--- src/rtl/rptr_empty_fwft.sv ---
// ---------------------------------------------------------------------------
// rptr_empty_fwft
//
// Read-clock-domain half of a dual-clock asynchronous FIFO. Keeps the binary
// and Gray read pointers, works out the memory-empty flag against the
// synchronised Gray write pointer, and puts memory words on a valid/ready
// stream through a one-entry first-word-fall-through output register. It also
// reports how many words are still in memory and whether that count is at or
// below the almost-empty threshold.
//
// Ports
//   rclk           read clock; all state changes on its rising edge
//   rrst_n         asynchronous active-low reset
//   rq2_wptr       Gray write pointer, already synchronised into rclk
//   rdata_mem      memory read data for raddr (combinational read)
//   raddr          memory read address (low bits of the binary read pointer)
//   rptr           registered Gray read pointer for the write-side synchroniser
//   rempty         registered memory-empty flag (ignores the output register)
//   dout           output data word
//   dout_valid     dout holds a word
//   dout_ready     downstream takes dout this cycle
//   rlevel         registered count of words still in memory, 0..2^ASIZE
//   ralmost_empty  registered, high when rlevel <= AE_LEVEL
// ---------------------------------------------------------------------------
module rptr_empty_fwft #(
  parameter int ASIZE    = 4,
  parameter int DSIZE    = 8,
  parameter int AE_LEVEL = 2
) (
  input  logic             rclk,
  input  logic             rrst_n,
  input  logic [ASIZE:0]   rq2_wptr,
  input  logic [DSIZE-1:0] rdata_mem,
  output logic [ASIZE-1:0] raddr,
  output logic [ASIZE:0]   rptr,
  output logic             rempty,
  output logic [DSIZE-1:0] dout,
  output logic             dout_valid,
  input  logic             dout_ready,
  output logic [ASIZE:0]   rlevel,
  output logic             ralmost_empty
);

  typedef enum logic {
    OUT_EMPTY = 1'b0,
    OUT_FULL  = 1'b1
  } out_state_e;

  localparam logic [ASIZE:0] AE_THRESH = (ASIZE+1)'(AE_LEVEL);

  out_state_e       out_state_q, out_state_d;
  logic [ASIZE:0]   rbin_q, rbin_d;
  logic [ASIZE:0]   rptr_q, rptr_d;
  logic             rempty_q, rempty_d;
  logic [DSIZE-1:0] dout_q, dout_d;
  logic [ASIZE:0]   rlevel_q, rlevel_d;
  logic             ralmost_empty_q, ralmost_empty_d;

  logic             rinc;
  logic [ASIZE:0]   wbin;
  logic [ASIZE:0]   level;

  // Pull a word whenever memory has one and the output register is free or
  // being drained this cycle; this is what removes the bubble on a drain.
  assign rinc = ~rempty_q & ((out_state_q == OUT_EMPTY) | dout_ready);

  // NOTE: every signal written here gets a default first, so no path through
  // the block leaves a value unassigned and no latch is inferred.
  always_comb begin
    rbin_d          = rbin_q + {{ASIZE{1'b0}}, rinc};
    rptr_d          = (rbin_d >> 1) ^ rbin_d;
    rempty_d        = (rptr_d == rq2_wptr);
    out_state_d     = out_state_q;
    dout_d          = dout_q;

    // Gray to binary: each bit is the XOR of itself and every bit above it.
    wbin[ASIZE] = rq2_wptr[ASIZE];
    for (int i = ASIZE - 1; i >= 0; i--) begin
      wbin[i] = wbin[i+1] ^ rq2_wptr[i];
    end

    // Modulo subtraction keeps the count right across pointer wrap, since
    // the write pointer is never more than 2^ASIZE ahead.
    level           = wbin - rbin_d;
    rlevel_d        = level;
    ralmost_empty_d = (level <= AE_THRESH);

    case (out_state_q)
      OUT_EMPTY: begin
        if (rinc) begin
          dout_d      = rdata_mem;
          out_state_d = OUT_FULL;
        end
      end
      OUT_FULL: begin
        if (dout_ready) begin
          if (rinc) begin
            dout_d = rdata_mem;
          end else begin
            // Word consumed with nothing to replace it; dout keeps the stale
            // value but is no longer flagged valid.
            out_state_d = OUT_EMPTY;
          end
        end
      end
      default: out_state_d = OUT_EMPTY;
    endcase
  end

  // NOTE: reset is asynchronous so a word sitting in dout is dropped at once,
  // without needing a read clock edge.
  always_ff @(posedge rclk or negedge rrst_n) begin
    if (!rrst_n) begin
      // NOTE: state registers use non-blocking assignments so every flop
      // samples the pre-edge values regardless of statement order.
      out_state_q     <= OUT_EMPTY;
      rbin_q          <= '0;
      rptr_q          <= '0;
      rempty_q        <= 1'b1;
      dout_q          <= '0;
      rlevel_q        <= '0;
      ralmost_empty_q <= 1'b1;
    end else begin
      out_state_q     <= out_state_d;
      rbin_q          <= rbin_d;
      rptr_q          <= rptr_d;
      rempty_q        <= rempty_d;
      dout_q          <= dout_d;
      rlevel_q        <= rlevel_d;
      ralmost_empty_q <= ralmost_empty_d;
    end
  end

  assign raddr         = rbin_q[ASIZE-1:0];
  assign rptr          = rptr_q;
  assign rempty        = rempty_q;
  assign dout          = dout_q;
  assign dout_valid    = (out_state_q == OUT_FULL);
  assign rlevel        = rlevel_q;
  assign ralmost_empty = ralmost_empty_q;

endmodule
--- config.mk ---
export PLATFORM = sky130hd
export DESIGN_NAME = rptr_empty_fwft
export DESIGN_NICKNAME = d
export VERILOG_FILES = /design/src/rtl/rptr_empty_fwft.sv
export SDC_FILE = /design/constraint.sdc
export NUM_CORES = 1
export LEC_CHECK = 0
export CAP_MARGIN = 20
export CORE_MARGIN = 1
export CORE_UTILIZATION = 41
export DETAILED_ROUTE_END_ITERATION = 8
export MAX_ROUTING_LAYER = met4
export PLACE_DENSITY = 0.74
export SLEW_MARGIN = 20
export SYNTH_ARGS = -nofsm -noshare
export SYNTH_HDL_FRONTEND = slang
export SYNTH_SLANG_ARGS = --single-unit
--- constraint.sdc ---
create_clock -name rclk -period 2.6 [get_ports rclk]
set_input_delay 0.39 -clock rclk [delete_from_list [all_inputs] [get_ports rclk]]
set_output_delay 0.39 -clock rclk [all_outputs]
set_load 0.05 [all_outputs]
==> results of run 1 <==
[synth_stat cells, types with 2 or more instances]
library cell / number
dfrtp_1: 23
xnor2_1: 10
inv_1: 9
mux2_2: 8
xor2_1: 6
ha_1: 5
mux2i_1: 4
and3_1: 3
nor2_1: 3
nor3_1: 3
a21oi_1: 2
and2_1: 2
and4_1: 2
dfstp_2: 2
nand2_1: 2
nor2b_1: 2
xnor2_2: 2
xnor3_1: 2
[through the flow]
stage | area, um^2 | hold WS [ns]
5_1_grt | 2064 | 0.4326
6_report | 2064 | 0.4147
2_1_floorplan | 1366 | 0.09441
3_5_place_dp | 1983 | 0.4541
4_1_cts | 2042 | 0.4291
3_3_place_gp | 1983 | 0.4533
[worst paths after layout]
path                            start            end  slack (ns)  cells after the start
max                        dout_ready  ralmost_empty        0.07                     11
min                            rrst_n        dout[0]        0.41                      2
max reg2reg                    rempty  ralmost_empty        0.08                     10
min reg2reg                    rempty     dout_valid        0.48                      1
max in group asynchronous      rrst_n  ralmost_empty        1.89                      2
min in group rclk              rempty     dout_valid        0.48                      1
[cell usage in the layout (no fill, tap or decap), drive strengths merged, types with 3 or more instances in the layout]
cell type and n:
dfrtp 23, clkdlybuf4s50 37, and3 3, ha 5, xnor2 12, mux2 8
buf 30, inv 9, nor3 3, clkbuf 3, nor2 3, mux2i 4
xor2 6
[worst max-delay path: stages]
cell	delay (ns)
clkdlybuf4s50_1	0.46
nand2b_4	0.14
and2_4	0.16
xor2_2	0.16
ha_2	0.20
inv_1	0.05
fa_1	0.45
buf_4	0.16
nor2_1	0.10
mux2i_1	0.09
a2111oi_2	0.37
[flip-flops by register name (all words and copies together), names as in the netlist]
name	count
rbin_q	5
rptr	4
rempty	1
rlevel	5
ralmost_empty	1
dout	8
dout_valid	1
[cell type report]
cell class / count / area (um^2)
clock inverters: 1 / 5.005
inverters: 9 / 33.78
fillers: 260 / 988.4
flip-flops and latches: 25 / 629.4
repair buffers: 68 / 599.3
well taps: 44 / 55.05
multi-input cells: 69 / 719.4
clock buffers: 3 / 22.52
[layer usage]
metal	vias up	track usage, %	routed length (um)
met2	33	30.36	1396
met5	-	-	0
met3	2	2.857	135
met1	486	20.62	1179
met4	0	4.082	16
li1	498	-	-
[cells by family (layout without fill, tap and decap cells)]
family / Yosys count / count (layout) / share of synthesized area, %
flip-flops: 25 / 25 / 47.36
XOR/XNOR: 21 / 21 / 18.21
AND/OR/NAND/NOR: 21 / 21 / 8.963
multiplexers: 12 / 12 / 9.812
buffers and inverters: 11 / 81 / 3.773
AO/OA/AOI/OAI: 9 / 9 / 5.661
adder cells (fa/ha/maj): 6 / 6 / 6.226
[repair_timing]
item,in CTS,in global routing
pin swaps,6,4
buffers inserted,2,2
endpoints found under the setup margin,1,1
resized for setup,14,2
==> summary.txt, run 1 <==
Synth
  • Synth Instances: 105
  • Sequential fraction of the synthesis area: 47.36%
  • FF+latch count, synth: 25
  • Mapped Nets: 127
  • Predominant post-synthesis flop cell: dfrtp_1
  • Unique masters post-synth: 33
  • Top cell type's share of synthesized area: 43.40%
  • Synthesized cell area: 1326 um^2
  • Async SR Flop Fraction: 100.0%
  • Post-synth EDFFs: 0
  • Area contributors post-synth: dfrtp_1, mux2_2, xnor2_1, ha_1, dfstp_2
  • Top cell type by total area after synthesis: dfrtp_1
  • Warning count from the yosys run: 0
  • Synth Area per Inst: 12.63 um^2

Cells and area
  • Util after Layout: 67.62%
  • Layout cells sized above 1: 36.00%
  • Non-filler instance count after layout: 219
  • Final net count: 198
  • Inserted Diodes: 0
  • Area grow syn2layout: 55.66%

Setup path
  • Worst EP required: 2.82 ns
  • Critical path capture point type: register
  • WS Path Type: in2reg
  • Startpoint types: input port
  • CP Data Arrival Time: 2.74 ns
  • Worst-path fanout max: 4

Placement
  • DP Cell Count: 211
  • Gpl congestion: 0.8073
  • HPWL Detailed: 2196 um
  • Port-buffer cells: 40
  • DP Worst Slack: -0.6622 ns

Timing
  • Worst slew pin tran: 0.5074 ns
  • Fin Clk Skew: 0.01541 ns
  • RSZ-0062 raised after global routing: yes
  • Tcrit/Tclk final: 97.18%
  • Setup ws final: 0.07331 ns
  • Setup TNS: 0 ns
  • Final setup vio count: 0
  • Fmax: 0.3958 GHz
  • Final slew viol count: 0
  • Max transition margin: 66.07%
  • Minimum clock period: 2.527 ns
  • Hold Vio Cnt, Final: 0

Clock network
  • Reg clk slew, reported paths: 0.14 ns
  • CTS Sinks: 25
  • Max clock buf depth: 2
  • TritonCTS clock tree: done
  • Root Buffer: clkbuf_4
  • H-tree levels: 1
  • CTS buffer count: 3
  • Hold Buf Count CTS: 0
  • Clock Latency Late Sink: 0.33 ns

Route
  • 1st-iter DRT viols: 10
  • Pre-antenna DRT Iters: 4
  • Via count: 1019
  • Vias/cell: 4.653
  • Post-DR wirelength/cell: 12.46 um
  • Routed Antenna Nets: 0
  • Drc violations: 0
  • Drt total wl: 2728 um

Global routing
  • Initial antenna violation count: 0
  • GR Util All Layers: 17.27%
  • Number of global-route vias before repair: 1003
  • Largest net degree at the start of global routing: 26
  • Overflow after GRT: 0
  • First-pass GRT wire length: 4340 um

Floorplanning
  • Die area: 3466 um^2
  • CORE AREA: 3053 um^2
  • Width of the die: 58.88 um
  • Cell Rows: 20
  • Initial Util: 43.44%
  • Die Ht: 58.88 um
  • # IOs: 41

Min path
  • HP Class: in2async

Job
  • Max Cap Viol: 0

Run status
  • Status: complete, no violations
Power of run 1 is not shown: default switching activity piles up to over one toggle a cycle in this logic, so the estimate is an artifact.
==> inputs of run 2 (changes only) <==
--- a/config.mk
+++ b/config.mk
@@ -6,7 +6,7 @@
 export NUM_CORES = 1
 export LEC_CHECK = 0
 export CAP_MARGIN = 20
-export CORE_MARGIN = 1
+export CORE_MARGIN = 1.5
 export CORE_UTILIZATION = 41
 export DETAILED_ROUTE_END_ITERATION = 8
 export MAX_ROUTING_LAYER = met4
==> summary.txt, run 2 (synthesized netlist as in run 1, its figures left out) <==
Clock network
  • Root Buffer: clkbuf_4
  • CTS Sinks: 25
  • TritonCTS clock tree: done
  • CTS buffer count: 3
  • Clock Latency Late Sink: 0.33 ns
  • Max clock buf depth: 2
  • Reg clk slew, reported paths: 0.14 ns
  • Hold Buf Count CTS: 0
  • H-tree levels: 1

Route
  • Post-DR wirelength/cell: 13.12 um
  • Routed Antenna Nets: 0
  • Via count: 1031
  • 1st-iter DRT viols: 9
  • Pre-antenna DRT Iters: 2
  • Vias/cell: 4.644
  • Drc violations: 0
  • Drt total wl: 2913 um

Timing
  • Final slew viol count: 0
  • Setup ws final: -0.005467 ns
  • Tcrit/Tclk final: 100.2%
  • Fmax: 0.3838 GHz
  • Final setup vio count: 1
  • Hold Vio Cnt, Final: 0
  • Setup TNS: -0.005467 ns
  • Fin Clk Skew: 0.006154 ns
  • Worst slew pin tran: 0.5093 ns
  • RSZ-0062 raised after global routing: yes
  • Max transition margin: 65.94%
  • Minimum clock period: 2.605 ns

Setup path
  • Worst EP required: 2.84 ns
  • R2R Setup Slk: 0.04 ns
  • Worst reg2reg startpoint: rempty
  • Worst-path fanout max: 3
  • Critical path's slowest cell: a221o_2
  • Crit-path cells: clkdlybuf4s50_1 > nand2b_4 > and3_1 > ha_4 > inv_2 > ha_1 > nor2b_1 > a221o_2 > mux2i_1 > a2111oi_2
  • Startpoint types: input port
  • Critical path capture point type: register
  • WS Path Type: in2reg
  • R2r worst-path depth: 9
  • Max incr delay on CP: 0.41 ns
  • CP Data Arrival Time: 2.84 ns
  • Worst reg2reg path endpoint: ralmost_empty

Cells and area
  • Util after Layout: 68.89%
  • Inserted Diodes: 0
  • Most common cell after layout, fill and taps aside: clkdlybuf4s50_1
  • Max FFs per register: 8
  • # fillers: 268
  • Most frequent cells in the layout: clkdlybuf4s50_1, buf_4, dfrtp_1
  • Layout cells sized above 1: 38.20%
  • Final net count: 201
  • Area grow syn2layout: 58.59%

Job
  • Max Cap Viol: 0

Min path
  • HP Class: in2async

Floorplanning
  • Cell Rows: 20
  • Die area: 3585 um^2
  • Width of the die: 59.88 um
  • # IOs: 41
  • Die Ht: 59.88 um
  • Initial Util: 43.44%
  • CORE AREA: 3053 um^2

Placement
  • DP Worst Slack: -0.6593 ns
  • Port-buffer cells: 40
  • Gpl congestion: 0.7838
  • HPWL Detailed: 2172 um

Global routing
  • Overflow after GRT: 0
  • Largest net degree at the start of global routing: 26
  • First-pass GRT wire length: 4650 um
  • Initial antenna violation count: 0
  • Number of global-route vias before repair: 1044
  • GR Util All Layers: 18.08%

Run status
  • Status: finished with violations
  • Failing checks: setup timing
run 2: changes by cell type in the layout (fill, tap and decap cells not counted), sizes merged:
cell      delta
buf          +3
clkinv       -1
clkinvlp     +1
run 2: metal layers:
layer	track usage, %	part of all wire, %	up-vias
met1	22.48	45	496
met5	-	0	-
met3	2.814	3.5	6
li1	-	-	501
met2	29.97	50	28
met4	6.032	1.4	0
run 2: critical path: cells and delay by family:
| kind | cells | cell delay (ns) |
|---|---|---|
| multiplexers | 1 | 0.16 |
| AO/OA/AOI/OAI | 2 | 0.79 |
| adder cells (fa/ha/maj) | 2 | 0.55 |
| AND/OR/NAND/NOR | 3 | 0.50 |
| buffers and inverters | 2 | 0.45 |
run 2: metrics by stage:
step | instances | instance area (um^2) | hold slack (ns)
after global routing | 222 | 2103 | 0.4409
final | 222 | 2103 | 0.4012
after CTS | 217 | 2044 | 0.4162
after floorplan | 105 | 1366 | 0.09441
after global placement | 211 | 1983 | 0.4585
after detailed placement | 211 | 1983 | 0.4624
run 2: repair_timing:
item	CTS	global route
gates cloned	0	0
pin swaps	4	11
setup endpoints to repair	1	1
buffers inserted	2	5
gates resized for setup	10	10
run 2: layout make-up:
class	instances	area, um^2	area share (%)
timing repair buffer	71	625.6	29.74
sequential	25	629.4	29.92
clock buffer	3	22.52	1.071
clock inverter	1	7.507	0.3569
tap	44	55.05	2.617
inverter	9	33.78	1.606
multi-input combinational	69	729.5	34.68
run 2: worst max path at each step:
stage                startpoint            end  slack, ns  cells after the start
floorplan                rempty  ralmost_empty      -0.19                     11
global placement    rq2_wptr[4]  ralmost_empty      -0.52                     12
detailed placement  rq2_wptr[4]  ralmost_empty      -0.66                     12
CTS                 rq2_wptr[4]  ralmost_empty       0.01                     12
global route         dout_ready  ralmost_empty      -0.07                     10
finish               dout_ready  ralmost_empty     -0.005                     10
Power of run 2 is left out for the same reason.
==> inputs of run 3 (changes only) <==
--- a/config.mk
+++ b/config.mk
@@ -9,6 +9,7 @@
 export CORE_MARGIN = 1.5
 export CORE_UTILIZATION = 41
 export DETAILED_ROUTE_END_ITERATION = 8
+export GPL_TIMING_DRIVEN = 0
 export MAX_ROUTING_LAYER = met4
 export PLACE_DENSITY = 0.74
 export SLEW_MARGIN = 20
==> summary.txt, run 3 (synthesized netlist as in run 1, its figures left out) <==
Run status
  • Status: complete, no violations

Clock network
  • CTS Sinks: 25
  • TritonCTS clock tree: done
  • Clock Latency Late Sink: 0.32 ns
  • H-tree levels: 1
  • Reg clk slew, reported paths: 0.14 ns
  • Max clock buf depth: 2
  • CTS buffer count: 3
  • Root Buffer: clkbuf_4
  • Hold Buf Count CTS: 0

Cells and area
  • Final net count: 182
  • Area grow syn2layout: 49.15%
  • Most common cell after layout, fill and taps aside: clkdlybuf4s50_1
  • Area of the multi-input gates: 753.2 um^2
  • Inserted Diodes: 0
  • # fillers: 267
  • Layout cells sized above 1: 32.08%
  • Max FFs per register: 8
  • Most frequent cells in the layout: clkdlybuf4s50_1, dfrtp_1, buf_4
  • FF+latch area: 629.4 um^2
  • Post-route cell area: 1978 um^2

Placement
  • Gpl congestion: 0.8202
  • Port-buffer cells: 39
  • HPWL Detailed: 1912 um
  • Area after DPL: 1812 um^2

Timing
  • Minimum clock period: 2.518 ns
  • Hold Vio Cnt, Final: 0
  • Max transition margin: 63.85%
  • Fmax: 0.3971 GHz
  • Fin Clk Skew: 0.006518 ns
  • Final slew viol count: 0
  • Final setup vio count: 0
  • Worst slew pin tran: 0.5422 ns
  • Tcrit/Tclk final: 96.86%

Route
  • Drc violations: 0
  • Vias/cell: 4.778
  • Routed Antenna Nets: 0
  • Pre-antenna DRT Iters: 4
  • 1st-iter DRT viols: 13
  • Via count: 970
  • Post-DR wirelength/cell: 13.28 um
  • Drt total wl: 2695 um

Setup path
  • Worst-path fanout max: 5
  • Critical path capture point type: register
  • Max incr delay on CP: 0.57 ns
  • CP Data Arrival Time: 2.75 ns
  • Critical path's slowest cell: dfstp_2
  • Startpoint types: register
  • Worst EP required: 2.83 ns
  • WS Path Type: reg2reg
  • Crit-path cells: inv_2 > and3_4 > ha_4 > inv_2 > ha_1 > nor2b_1 > a221o_2 > mux2i_1 > a2111oi_2
  • Most used cell, CP: inv_2
  • Buffers & Inverters on Critical Path: 2
  • Cell family with most CP delay: compound AO/OA/AOI/OAI gates

Floorplanning
  • Initial Util: 43.44%
  • Width of the die: 59.88 um
  • CORE AREA: 3053 um^2
  • Die Ht: 59.88 um
  • # IOs: 41
  • Die area: 3585 um^2
  • Cell Rows: 20

Global routing
  • GR Util All Layers: 16.18%
  • Largest net degree at the start of global routing: 26
  • Number of global-route vias before repair: 1003
  • Overflow after GRT: 0
  • Initial antenna violation count: 0
  • First-pass GRT wire length: 4271 um

Job
  • Max Cap Viol: 0

Min path
  • HP Class: in2async
==> run 3: metrics by stage <==
step	hold WS, ns	std cells	TNS (ns)	util, %	worst slack, ns
5_1_grt	0.07900	203	-0.05121	64.80	-0.05121
3_3_place_gp	0.4505	188	-1.695	59.34	-0.8007
3_5_place_dp	0.4486	188	-1.934	59.34	-0.8722
6_report	0.02878	203	0	64.80	0.08172
2_1_floorplan	0.09441	105	-0.1946	-	-0.1946
4_1_cts	0.3523	200	-0.05795	63.93	-0.05795
==> run 3: repair_timing <==
item | in CTS | in global routing
resized for setup | 17 | 4
endpoints found under the setup margin | 3 | 1
buffers inserted | 8 | 4
pin swaps | 7 | 7
==> run 3: path summary, 6_finish.rpt <==
kind,endpoint,depth (start not counted),slack [ns],startpoint
setup / recovery,ralmost_empty,9,0.08,rempty
setup reg to reg,ralmost_empty,9,0.08,rempty
min in group rclk,rempty,3,0.36,rq2_wptr[4]
hold reg to reg,dout[0],1,0.52,dout[0]
hold / removal,rlevel[1],1,0.03,rrst_n
max in group asynchronous,dout_valid,1,2.18,rrst_n
==> run 3: final cells by class <==
type                       instances  area share, %
clock inverter                     1         0.2530
sequential                        25          31.82
inverter                           9          1.708
clock buffer                       3          1.139
tap                               44          2.783
timing repair buffer              51          23.66
multi-input combinational         69          38.08
buffer                             1         0.5693
==> run 3: metal layers <==
metal  GRT usage (%)  wire [um]
met4           3.810         26
met3           2.381        131
met1           20.33       1157
met5               -          0
met2           27.48       1380
Power of run 3 is left out for the same reason.
